$ cat src/rtl/sched_ctrl_pkg.sv
// Shared scheduling constants for the pipeline scheduler: ID request type
// codes, stall-vector bit indices, FSM state encoding and request decoding.
package sched_ctrl_pkg;

    // Request types issued by the ID stage
    localparam logic [3:0] SCHED_CONTINUE     = 4'h0;
    localparam logic [3:0] SCHED_PAUSE_FOR_LW = 4'h1;
    localparam logic [3:0] SCHED_PAUSE_N      = 4'h2;

    // Bit positions inside the 5-bit stall vector
    localparam int STALL_PC     = 0;
    localparam int STALL_IF_ID  = 1;
    localparam int STALL_ID_EX  = 2;
    localparam int STALL_EX_MEM = 3;
    localparam int STALL_MEM_WB = 4;
    localparam int STALL_W      = 5;

    // read_from_last2 encodings driven back to ID
    localparam logic [1:0] RFL2_NONE  = 2'b00;
    localparam logic [1:0] RFL2_LAST2 = 2'b01;

    // Scheduler FSM states
    typedef enum logic [1:0] {
        S_RUN       = 2'd0,
        S_LW_WAIT   = 2'd1,
        S_COUNT     = 2'd2,
        S_LW_REPLAY = 2'd3
    } sched_state_e;

    // Decoded form of an ID request; malformed requests collapse to REQ_NONE
    typedef enum logic [1:0] {
        REQ_NONE    = 2'd0,
        REQ_LW      = 2'd1,
        REQ_PAUSE_N = 2'd2
    } sched_req_e;

    // A PAUSE_N with a zero count and any unknown type mean "no request"
    function automatic sched_req_e decode_req(input logic       pause_request,
                                              input logic [3:0] sched_type,
                                              input logic       count_nonzero);
        sched_req_e req;
        req = REQ_NONE;
        if (pause_request) begin
            case (sched_type)
                SCHED_CONTINUE:     req = REQ_NONE;
                SCHED_PAUSE_FOR_LW: req = REQ_LW;
                SCHED_PAUSE_N:      req = count_nonzero ? REQ_PAUSE_N : REQ_NONE;
                default:            req = REQ_NONE;
            endcase
        end
        return req;
    endfunction

endpackage

$ cat src/rtl/sched_ctrl.sv
// Pipeline scheduler: turns ID stall requests, MEM bus pauses and interrupts
// into stall/bubble controls for the 5-stage pipe, and closes the load-use
// loop by requesting a one-cycle re-decode with the MEM/WB forwarded value.
module sched_ctrl
    import sched_ctrl_pkg::*;
#(
    parameter int CNT_W           = 4,
    parameter int LW_PAUSE_CYCLES = 1
) (
    input  logic                clk,
    input  logic                rst,
    input  logic                schi_pause_request,
    input  logic [3:0]          schi_sched_type,
    input  logic [CNT_W-1:0]    schi_sched_count,
    input  logic                schi_mem_pause,
    input  logic                schi_interrupt,
    output logic [STALL_W-1:0]  scho_stall,
    output logic                scho_bubble_if_id,
    output logic                scho_bubble_id_ex,
    output logic [1:0]          scho_read_from_last2,
    output logic                scho_busy
);

    // Remaining wait cycles after the first (RUN-state) stall cycle of an LW pause
    localparam logic [CNT_W-1:0] LW_RELOAD = CNT_W'(LW_PAUSE_CYCLES - 1);
    localparam logic [CNT_W-1:0] CNT_ONE   = CNT_W'(1);

    sched_state_e     state, state_nxt;
    logic [CNT_W-1:0] cnt, cnt_nxt;
    sched_req_e       req;
    logic             hold_pc, hold_if_id;

    assign req       = decode_req(schi_pause_request, schi_sched_type,
                                  (schi_sched_count != '0));
    assign scho_busy = (state != S_RUN);

    // State and pause counter register; reset drops any pause in flight
    always_ff @(posedge clk or posedge rst) begin
        if (rst) begin
            state <= S_RUN;
            cnt   <= '0;
        end else begin
            state <= state_nxt;
            cnt   <= cnt_nxt;
        end
    end

    // Next-state and output decode; interrupt outranks ID requests, which outrank MEM pause
    always_comb begin
        state_nxt            = state;
        cnt_nxt              = cnt;
        hold_pc              = 1'b0;
        hold_if_id           = 1'b0;
        scho_bubble_if_id    = 1'b0;
        scho_bubble_id_ex    = 1'b0;
        scho_read_from_last2 = RFL2_NONE;

        if (schi_interrupt) begin
            // Flush the younger stages and abandon any pause or replay in progress
            scho_bubble_if_id = 1'b1;
            scho_bubble_id_ex = 1'b1;
            state_nxt         = S_RUN;
            cnt_nxt           = '0;
        end else begin
            case (state)
                S_RUN: begin
                    if (req == REQ_LW) begin
                        hold_pc           = 1'b1;
                        hold_if_id        = 1'b1;
                        scho_bubble_id_ex = 1'b1;
                        if (LW_PAUSE_CYCLES == 1) begin
                            state_nxt = S_LW_REPLAY;
                        end else begin
                            cnt_nxt   = LW_RELOAD;
                            state_nxt = S_LW_WAIT;
                        end
                    end else if (req == REQ_PAUSE_N) begin
                        hold_pc           = 1'b1;
                        hold_if_id        = 1'b1;
                        scho_bubble_id_ex = 1'b1;
                        if (schi_sched_count != CNT_ONE) begin
                            cnt_nxt   = schi_sched_count - CNT_ONE;
                            state_nxt = S_COUNT;
                        end
                    end else if (schi_mem_pause) begin
                        // IF lost the shared bus: hold PC and hand ID a NOP
                        hold_pc           = 1'b1;
                        scho_bubble_if_id = 1'b1;
                    end
                end
                S_LW_WAIT, S_COUNT: begin
                    // Front of the pipe frozen; MEM pause needs nothing extra
                    hold_pc           = 1'b1;
                    hold_if_id        = 1'b1;
                    scho_bubble_id_ex = 1'b1;
                    if (cnt == CNT_ONE) begin
                        cnt_nxt   = '0;
                        state_nxt = (state == S_LW_WAIT) ? S_LW_REPLAY : S_RUN;
                    end else begin
                        cnt_nxt = cnt - CNT_ONE;
                    end
                end
                S_LW_REPLAY: begin
                    // ID re-decodes the stalled instruction; its request is stale
                    scho_read_from_last2 = RFL2_LAST2;
                    state_nxt            = S_RUN;
                end
                default: begin
                    state_nxt = S_RUN;
                    cnt_nxt   = '0;
                end
            endcase
        end

        // Only the PC and IF/ID registers are ever held; later stages always advance
        scho_stall               = '0;
        scho_stall[STALL_PC]     = hold_pc;
        scho_stall[STALL_IF_ID]  = hold_if_id;
        scho_stall[STALL_ID_EX]  = 1'b0;
        scho_stall[STALL_EX_MEM] = 1'b0;
        scho_stall[STALL_MEM_WB] = 1'b0;
    end

endmodule

$ cat config.mk
export PLATFORM = sky130hd
export DESIGN_NAME = sched_ctrl
export DESIGN_NICKNAME = d
export VERILOG_FILES = /design/src/rtl/sched_ctrl_pkg.sv /design/src/rtl/sched_ctrl.sv
export SDC_FILE = /design/constraint.sdc
export NUM_CORES = 1
export LEC_CHECK = 0
export CAP_MARGIN = 20
export CORE_ASPECT_RATIO = 0.75
export CORE_UTILIZATION = 40
export CTS_CLUSTER_SIZE = 24
export DETAILED_ROUTE_END_ITERATION = 10
export GPL_TIMING_DRIVEN = 1
export PLACE_DENSITY = 0.68
export SYNTH_ARGS = -nofsm -noshare
export SYNTH_HDL_FRONTEND = slang
export SYNTH_SLANG_ARGS = --single-unit
$ cat constraint.sdc
create_clock -name clk -period 4.7 [get_ports clk]
set_input_delay 0.94 -clock clk [delete_from_list [all_inputs] [get_ports clk]]
set_output_delay 0.94 -clock clk [all_outputs]
set_load 0.01 [all_outputs]
==> results.yml, run 1 <==
floorplan:
  initial_core_util_pct: 42.74
  die_w_um: 51.57
  core_area_mm2: 0.001724
  die_h_um: 39.17
  fp-row-count: 13
  die_area_mm2: 0.002020
  num_io_pins: 23
clocking:
  cts_buffers: 3
  clockBufferDepth: 2
  cts_hold_buf: 0
  ctsResizeCount: 0
  cts_setup_buffers: 0
  tritoncts: "built"
  clk_pin_slew_worst_paths_ns: 0.04
  insertion_delay_ns: 0.23
  clockRootBuffer: "clkbuf_4"
  htreeDepth: 1
  cts_sinks: 6
job:
  max_cap_violations: 0
power_and_ir_drop:
  p_per_area_mw_per_mm2: 224.6
  peakVddDrop_mv: 0.1848
  p_leak_nw: 0.4368
grt:
  gr-total-overflow: 0
  antenna_found_initial: 0
  grt_max_degree: 13
  grt_pass1_wl_um: 2270
  grt_pass1_vias: 537
  track_usage_pct: 15.64
logic_synthesis:
  ys_async_sr_fraction_pct: 100.0
  synth_area_um2: 737.0
  ys_seq_area_share_pct: 20.37
  synth_largest_area_cell: "dfrtp_1"
  synth_commonest_cells: "inv_1 (12), ha_1 (11), nor2_1 (9)"
  synthTopCellsByArea: "dfrtp_1 (20%), ha_1 (19%), buf_4 (6.1%), inv_1 (6.1%), mux2i_1 (5.4%)"
  syn_avg_cell_area_um2: 8.280
  ys_warn_count: 0
  synth_ff_type: "dfrtp_1"
  synth_cell_types: 31
  synth-seq-cells: 6
  synth_cells: 89
  synth_edf_count: 0
  synth_top_area_share_pct: 20.37
  synth.most_common_cell: "inv_1"
setup_path:
  crit_required_ns: 3.76
  start_kind: "input pin"
  crit_type: "in -> out"
  arrival_ns: 3.49
  end_kind: "primary output"
  crit_fanout: 5
sta:
  post-route-period-util_pct: 94.23
  fin_crit_ns: 4.429
  whs_ns: 0.5637
  setup_violations: 0
  hold_viol: 0
  skew_ns: 0.001117
  fin_tns_setup_ns: 0
  rsz0062_at_grt: "false"
  final-max-slew-violation-count: 0
  max_freq_ghz: 0.2258
final_layout:
  antenna-diode-count: 0
  syn2layout_area_growth_pct: 25.64
  drive_gt1_share_pct: 10.48
  fin_cells: 127
  final_nets: 131
drt:
  antenna_left: 0
  routedWlPerCell_um: 11.17
  drc: 0
  drt_first_iter_violations: 5
  via_per_inst: 4.921
  num_vias: 625
  routed_wl_um: 1419
  drt_first_pass_iters: 4
status:
  status: "finished clean"
placement:
  post-place-cells: 124
  finalWeightedCongestion: 0.8278
  io_buffers: 18
  dp_hpwl_um: 1210
min_path:
  hp-class: "reg -> reg"
## where the power goes
group          internal [mW]  switching (mW)  total [mW]  leakage, nW
sequential            0.0560         0.00379      0.0598       0.0831
combinational         0.0513          0.0531       0.104        0.340
clock                 0.0286          0.0151      0.0437       0.0138
total                  0.136          0.0720       0.208        0.437
## area by class of cell
| cell class | instances | area (um2) |
|---|---|---|
| fill | 182 | 798.3 |
| timing repair buffer | 18 | 180.2 |
| sequential | 6 | 150.1 |
| clock buffer | 3 | 22.52 |
| multi-input combinational | 66 | 500.5 |
| tap | 22 | 27.53 |
| inverter | 12 | 45.04 |
## kinds of logic after synthesis
family,synth area share [%]
other cells,0.5088
simple gates,21.05
flops,20.37
compound gates,18.00
xor+xnor,1.189
buf+inv,13.24
mux,6.961
fa+ha+maj,18.68
## cells in the final DEF, fill, tap and decap left out, types with 4 or more instances in the layout
master           instances
clkdlybuf4s50_1         18
inv_1                   12
ha_1                    11
nor2_1                   9
dfrtp_1                  6
nor3_1                   5
nand2_1                  5
a21oi_1                  5
mux2i_1                  4
conb_1                   4
## routing by layer
metal	part of all wire [%]	GRT usage (%)	vias up
met3	4.6	3.137	0
li1	-	-	324
met5	0	0	-
met1	52	21.21	286
met4	0	8.108	0
met2	44	23.38	15
## through the flow
| stage | utilization, % | instance area [um2] | total power, mW | setup WS (ns) |
|---|---|---|---|---|
| detailed placement | 52.39 | 903.4 | 0.1661 | 0.2659 |
| CTS | 53.70 | 925.9 | 0.2121 | 0.2569 |
| finish | 53.70 | 925.9 | 0.2079 | 0.2710 |
| global route | 53.70 | 925.9 | 0.2238 | 0.08056 |
| floorplan | - | 748.2 | 0.1328 | 1.343 |
| global placement | 52.39 | 903.4 | 0.1639 | 0.3464 |
## sequential cells by signal, indices dropped and copies added, names as in the netlist
register  count
cnt           4
state         2
## final timing paths
path                                     startpoint            end  slack (ns)  cells past startpoint
worst min-delay path                         cnt[3]         cnt[3]        0.56                      2
worst min register to register               cnt[3]         cnt[3]        0.56                      2
min in group asynchronous                       rst         cnt[2]        0.92                      2
max in group asynchronous                       rst         cnt[0]        3.59                      2
worst max register to register             state[0]       state[0]        2.84                      5
worst max-delay path            schi_sched_count[0]  scho_stall[0]        0.27                     11
## critical path, stage by stage
cell and delay [ns]:
clkdlybuf4s50_1 0.57, inv_1 0.09, ha_1 0.21, nand2_1 0.06, nand2_1 0.05, or3_1 0.31, ha_1 0.21, or3_1 0.35
a21oi_1 0.15, nor3_1 0.06, clkdlybuf4s50_1 0.50
Power figures use the tool's default switching activity.
==> run 2: changes to the inputs <==
- CORE_MARGIN: unset -> 10
==> run 2 against run 1 <==
Effect of this change:
- critical endpoint unchanged
- hold slack about the same
- clock skew increased by 0.0035 ns
- utilization decreased by 0.50 points
- die area increased by 97%
- register-to-register slack about the same
==> results.yml, run 2 (same netlist as run 1, synthesis figures left out) <==
status:
  status: "finished clean"
clocking:
  cts_hold_buf: 0
  cts_sinks: 6
  insertion_delay_ns: 0.24
  clockBufferDepth: 2
  tritoncts: "built"
  htreeDepth: 1
  clk_pin_slew_worst_paths_ns: 0.04
  clockRootBuffer: "clkbuf_4"
  ctsResizeCount: 0
  cts_setup_buffers: 0
  cts_buffers: 3
floorplan:
  die_area_mm2: 0.003977
  initial_core_util_pct: 42.34
  die_w_um: 69.57
  fp-row-count: 13
  core_area_mm2: 0.001740
  die_h_um: 57.17
  num_io_pins: 23
setup_path:
  start_kind: "input pin"
  reg2regPathDepth: 5
  crit_type: "in -> out"
  end_kind: "primary output"
  worst_r2r_startpoint: "state[0]"
  r2r_slack_ns: 2.83
  crit_fanout: 5
  r2r-end: "state[0]"
  crit_required_ns: 3.76
  arrival_ns: 3.48
grt:
  grt_pass1_vias: 635
  antenna_found_initial: 0
  gr-total-overflow: 0
  track_usage_pct: 8.559
  grt_pass1_wl_um: 2911
  grt_max_degree: 13
final_layout:
  mostFrequentLayoutCell: "clkdlybuf4s50_1"
  largest_reg_flops: 4
  antenna-diode-count: 0
  syn2layout_area_growth_pct: 25.64
  fin_cells: 127
  top_regs: "cnt: 4 flops, state: 2 flops"
  final_nets: 131
  fillers: 160
  largest_register: "cnt"
  layout_common_cells: "clkdlybuf4s50_1 (18), inv_1 (12), ha_1 (11)"
  drive_gt1_share_pct: 10.48
min_path:
  min_to: "cnt[3]"
  hp-start: "cnt[3]"
  min_delay_path_depth: 2
  hp-class: "reg -> reg"
drt:
  routedWlPerCell_um: 12.89
  via_per_inst: 4.843
  routed_wl_um: 1637
  num_vias: 615
  antenna_left: 0
  drt_first_iter_violations: 43
  drc: 0
  drt_first_pass_iters: 4
sta:
  fin_tns_setup_ns: 0
  post-route-period-util_pct: 94.00
  fin_crit_ns: 4.418
  skew_ns: 0.004582
  rsz0062_at_grt: "false"
  setup_violations: 0
  hold_viol: 0
  max_freq_ghz: 0.2263
  final-max-slew-violation-count: 0
power_and_ir_drop:
  peakVddDrop_mv: 0.1593
  p_leak_nw: 0.4368
  p_per_area_mw_per_mm2: 226.1
placement:
  io_buffers: 18
  finalWeightedCongestion: 0.7948
  dp_hpwl_um: 1387
  post-place-cells: 124
job:
  max_cap_violations: 0
run 2: cell counts in the layout (fill, tap and decap cells not counted):
No cell type changed its count.
run 2: layer usage:
| layer | global-route usage (%) | wire [um] |
|---|---|---|
| met2 | 13.67 | 722 |
| met1 | 10.81 | 794 |
| met5 | 0 | 0 |
| met3 | 2.591 | 112 |
| met4 | 2.579 | 8 |
run 2: cell type report:
cell class | count | area, um2 | area share (%)
Inverter | 12 | 45.04 | 4.865
Timing Repair Buffer | 18 | 180.2 | 19.46
Tap cell | 22 | 27.53 | 2.973
Sequential cell | 6 | 150.1 | 16.22
Clock buffer | 3 | 22.52 | 2.432
Multi-Input combinational cell | 66 | 500.5 | 54.05
run 2: power by group:
group	internal, mW	switching [mW]
Combinational	0.0513	0.0538
Clock	0.0287	0.0157
Sequential	0.0560	0.00376
run 2: how the worst max path moves through the flow:
stage | from | end | slack [ns] | cells past startpoint
after global placement | schi_sched_count[0] | scho_stall[0] | 0.34 | 11
final | schi_sched_count[0] | scho_stall[0] | 0.28 | 11
after global routing | schi_sched_count[0] | scho_stall[0] | 0.16 | 11
after floorplan | schi_sched_count[0] | scho_stall[0] | 1.34 | 10
after CTS | schi_sched_count[0] | scho_stall[0] | 0.26 | 11
after detailed placement | schi_sched_count[0] | scho_stall[0] | 0.27 | 11
run 2: critical path, cell delays in order:
cell and delay, ns:
clkdlybuf4s50_1 0.55, inv_1 0.09, ha_1 0.20, nand2_1 0.05
nand2_1 0.05, or3_1 0.32, ha_1 0.22, or3_1 0.34
a21oi_1 0.15, nor3_1 0.06, clkdlybuf4s50_1 0.50
run 2: stage by stage:
stage / worst slack, ns / hold WS (ns) / util (%) / power (mW) / instance area, um2
final: 0.2820 / 0.5638 / 53.20 / 0.2093 / 925.9
after global routing: 0.1592 / 0.5948 / 53.20 / 0.2256 / 925.9
after CTS: 0.2640 / 0.5672 / 53.20 / 0.2127 / 925.9
after detailed placement: 0.2668 / 0.5574 / 51.91 / 0.1659 / 903.4
after global placement: 0.3379 / 0.5510 / 51.91 / 0.1647 / 903.4
after floorplan: 1.343 / 0.5137 / - / 0.1328 / 748.2
==> run 3: changes to the inputs <==
- CORE_ASPECT_RATIO: 0.75 -> unset
- CORE_UTILIZATION: 40 -> 45
- PLACE_DENSITY: 0.68 -> 0.76
==> run 3 against run 2 <==
Effect of this change:
- sequential share of layout area up 0.13 points
- combinational power about the same
- via count up 0.49%
- total power down 0.61%
- critical path type unchanged
- largest power group unchanged
- highest routed layer is now met3
==> results.yml, run 3 (same netlist as run 1, synthesis figures left out) <==
status:
  status: "finished clean"
drt:
  drt_first_pass_iters: 4
  via_per_inst: 5.107
  routedWlPerCell_um: 12.69
  num_vias: 618
  routed_wl_um: 1536
  drc: 0
  drt_first_iter_violations: 8
  antenna_left: 0
grt:
  grt_use_met1_pct: 9.917
  track_usage_pct: 8.100
  top_usage_layer: "met2"
  use_met3_pct: 1.670
  grt_pass1_wl_um: 2456
  gr-total-overflow: 0
  grt_max_degree: 13
  gr-usage-met2_pct: 13.68
  antenna_found_initial: 0
  grt_pass1_vias: 596
final_layout:
  register_area_um2: 150.1
  largest_register: "cnt"
  top_regs: "cnt: 4 flops, state: 2 flops"
  fin_cells: 121
  syn2layout_area_growth_pct: 24.62
  drive_gt1_share_pct: 10.48
  multiInputGateArea_um2: 500.5
  fillers: 139
  layout_common_cells: "clkdlybuf4s50_1 (18), inv_1 (12), ha_1 (11)"
  mostFrequentLayoutCell: "clkdlybuf4s50_1"
  final_nets: 131
  antenna-diode-count: 0
  final_area_um2: 918.4
  largest_reg_flops: 4
clocking:
  ctsResizeCount: 0
  cts_buffers: 3
  tritoncts: "built"
  htreeDepth: 1
  clockBufferDepth: 2
  cts_hold_buf: 0
  cts_sinks: 6
  clockRootBuffer: "clkbuf_4"
  cts_setup_buffers: 0
  insertion_delay_ns: 0.23
  clk_pin_slew_worst_paths_ns: 0.04
floorplan:
  num_io_pins: 23
  die_w_um: 60.47
  core_area_mm2: 0.001524
  fp-row-count: 14
  die_area_mm2: 0.003657
  die_h_um: 60.47
  initial_core_util_pct: 48.36
sta:
  fin_tns_setup_ns: 0
  hold_viol: 0
  max_freq_ghz: 0.2267
  skew_ns: 0.003178
  fin_crit_ns: 4.411
  rsz0062_at_grt: "false"
  final-max-slew-violation-count: 0
  setup_violations: 0
  post-route-period-util_pct: 93.84
setup_path:
  arrival_ns: 3.47
  start_kind: "input pin"
  crit_fanout: 5
  end_kind: "primary output"
  crit_required_ns: 3.76
  crit_type: "in -> out"
min_path:
  hp-class: "reg -> reg"
placement:
  finalWeightedCongestion: 0.8923
  io_buffers: 18
  post-place-cells: 118
  placed_cell_area_um2: 895.9
  dp_hpwl_um: 1307
job:
  max_cap_violations: 0
power_and_ir_drop:
  peakVddDrop_mv: 0.1435
  p_leak_nw: 0.4368
  p_per_area_mw_per_mm2: 226.5
==> run 3: final cells by class <==
type                            count  area share, %
Clock buffer                        3          2.452
Inverter                           12          4.905
Multi-Input combinational cell     66          54.50
Sequential cell                     6          16.35
Tap cell                           16          2.180
Timing Repair Buffer               18          19.62
==> run 3: metrics by stage <==
step                setup WS (ns)  power, mW  util (%)  hold slack, ns
floorplan                   1.343     0.1328         -          0.5137
global placement           0.3416     0.1639     58.78          0.5424
detailed placement         0.3038     0.1658     58.78          0.5597
CTS                        0.2932     0.2114     60.26          0.5611
global route               0.1190     0.2240     60.26          0.5938
finish                     0.2894     0.2080     60.26          0.5578
==> run 3: worst paths after layout <==
| kind | startpoint | end | slack (ns) | cells past startpoint |
|---|---|---|---|---|
| setup / recovery | schi_sched_count[0] | scho_stall[0] | 0.29 | 11 |
| hold / removal | cnt[3] | cnt[3] | 0.56 | 2 |
| setup reg to reg | state[0] | state[0] | 2.85 | 5 |
| hold reg to reg | cnt[3] | cnt[3] | 0.56 | 2 |
| max in group asynchronous | rst | cnt[3] | 3.60 | 2 |
| min in group asynchronous | rst | state[0] | 0.91 | 2 |
==> run 3: per-layer routing <==
| metal | vias to the layer above | routed length [um] |
|---|---|---|
| met5 | - | 0 |
| met4 | 0 | 0 |
| met3 | 0 | 104 |
| met2 | 14 | 697 |
| met1 | 281 | 734 |
| li1 | 323 | - |
==> run 3: power breakdown <==
group	switching (mW)	leakage, nW	internal (mW)
Clock	0.0146	0.0138	0.0286
Sequential	0.00357	0.0831	0.0560
Combinational	0.0540	0.340	0.0512
Total	0.0721	0.437	0.136
==> run 3: critical path: stages <==
cell	delay (ns)
clkdlybuf4s50_1	0.56
inv_1	0.09
ha_1	0.20
nand2_1	0.05
nand2_1	0.05
or3_1	0.32
ha_1	0.21
or3_1	0.34
a21oi_1	0.15
nor3_1	0.06
clkdlybuf4s50_1	0.50
==> variant, RTL diff (settings of run 3) <==
The 4 states of `sched_state_e` get a Gray code encoding in 2 bits.
--- a/src/rtl/sched_ctrl_pkg.sv
+++ b/src/rtl/sched_ctrl_pkg.sv
@@ -21,10 +21,10 @@
 
     // Scheduler FSM states
     typedef enum logic [1:0] {
-        S_RUN       = 2'd0,
-        S_LW_WAIT   = 2'd1,
-        S_COUNT     = 2'd2,
-        S_LW_REPLAY = 2'd3
+        S_RUN       = 2'b00,
+        S_LW_WAIT   = 2'b01,
+        S_COUNT     = 2'b11,
+        S_LW_REPLAY = 2'b10
     } sched_state_e;
 
     // Decoded form of an ID request; malformed requests collapse to REQ_NONE
Formal check against the unedited RTL: no difference found for any inputs over 10 cycles, from zero or initial values and one cycle with rst high; not proved beyond that.
==> variant against run 3 <==
- cell area decreased by 11%
- setup slack improved by 0.42 ns
- first-iteration DRC count increased by 75%
- global-route usage increased by 0.80 points
- critical path depth increased by 1
- hold slack got worse by 0.036 ns
- sequential cell count unchanged
- routed wire length decreased by 9.3%
- synthesized cell count decreased by 12%
- area after synthesis decreased by 13%
- highest routed layer is now met4
Power is not compared: it rests on default switching activity, and its combinational part moved more than twofold at a synthesized area within 25%.
==> variant: results (changes against run 3) <==
- Outcome: completed
- Critical Path Fanout Max: 4 (-1)
- Average wire length per cell after detail routing: 12.8 um (+0.67%)
- Top cell types by occurrence after synthesis: 9 x sky130_fd_sc_hd__nor2_1, 8 x sky130_fd_sc_hd__inv_1, 7 x sky130_fd_sc_hd__ha_1
- Fraction of layout instances using a drive strength above 1: 0.0957 (-0.00902)
- Mux cell area share after synthesis: 0.0333 (-0.0363)
- Beginning of the worst hold path: cnt[2]
- The average size of a mapped cell is 8.20 um^2 (-1.0%).
- The met1 usage in global routing was 0.0952 (-0.00394).
* Final-stage net count: 116 (-11%)
* Total routing usage reported by global routing: 0.0890 (+0.00804)
- The worst-case hold slack came to 0.522 ns (-0.0361 ns).
- Last weighted congestion value of the routability-driven placer: 0.730 (-18%)
- The number of cells on the worst hold path was 1 (-1).
- Post-synthesis cell type count: 33 (+6.5%)
* Sink of the worst hold path: cnt[2]
- The length of routed met3 wiring was 82 um (-21%).
- The startpoint identified for the worst register-to-register timing path is cnt[1].
* Worst slack after detailed placement: 0.673 ns (+0.369 ns)
* Number of filler cells placed in the layout: 129 (-7.2%)
- Highest clock rate: 251 MHz (+11%)
- The post-detailed-placement cell area is 797 um^2 (-11%).
* Detailed placement HPWL: 1.19 mm (-9.0%)
- Violation count after the first detailed-route iteration: 14 (+6)
- The complex-gate fraction of the synthesized area was 0.123 (-0.0567).
- Post-detailed-route via-to-cell ratio: 5.26 (+2.9%)
- The post-route met1 wirelength is 567 um (-23%).
* Data arrival, critical path: 3.05 ns (-0.42 ns)
* Worst reg-to-reg setup slack: 3.30 ns (+0.45 ns)
- Area share of xor/xnor cells in the synthesized design: 0.0274 (+0.0155)
==> variant: cell count changes after synthesis, moves of 2 or more <==
| cell | delta |
|---|---|
| sky130_fd_sc_hd__a21oi_1 | -5 |
| sky130_fd_sc_hd__ha_1 | -4 |
| sky130_fd_sc_hd__inv_1 | -4 |
| sky130_fd_sc_hd__mux2i_1 | -3 |
| sky130_fd_sc_hd__nand2_1 | -3 |
| sky130_fd_sc_hd__o21ai_0 | +3 |
| sky130_fd_sc_hd__o22ai_1 | +3 |
| sky130_fd_sc_hd__a31oi_1 | +2 |
| sky130_fd_sc_hd__o31a_2 | -2 |
| sky130_fd_sc_hd__or2_2 | +2 |
| sky130_fd_sc_hd__xnor2_1 | +2 |
==> variant: layout make-up <==
type	count	share of cell area
Timing Repair Buffer	18	0.220
Multi-Input combinational cell	59	0.510
Inverter	8	0.0366
Sequential cell	6	0.183
Tap cell	15	0.0229
Clock buffer	3	0.0275
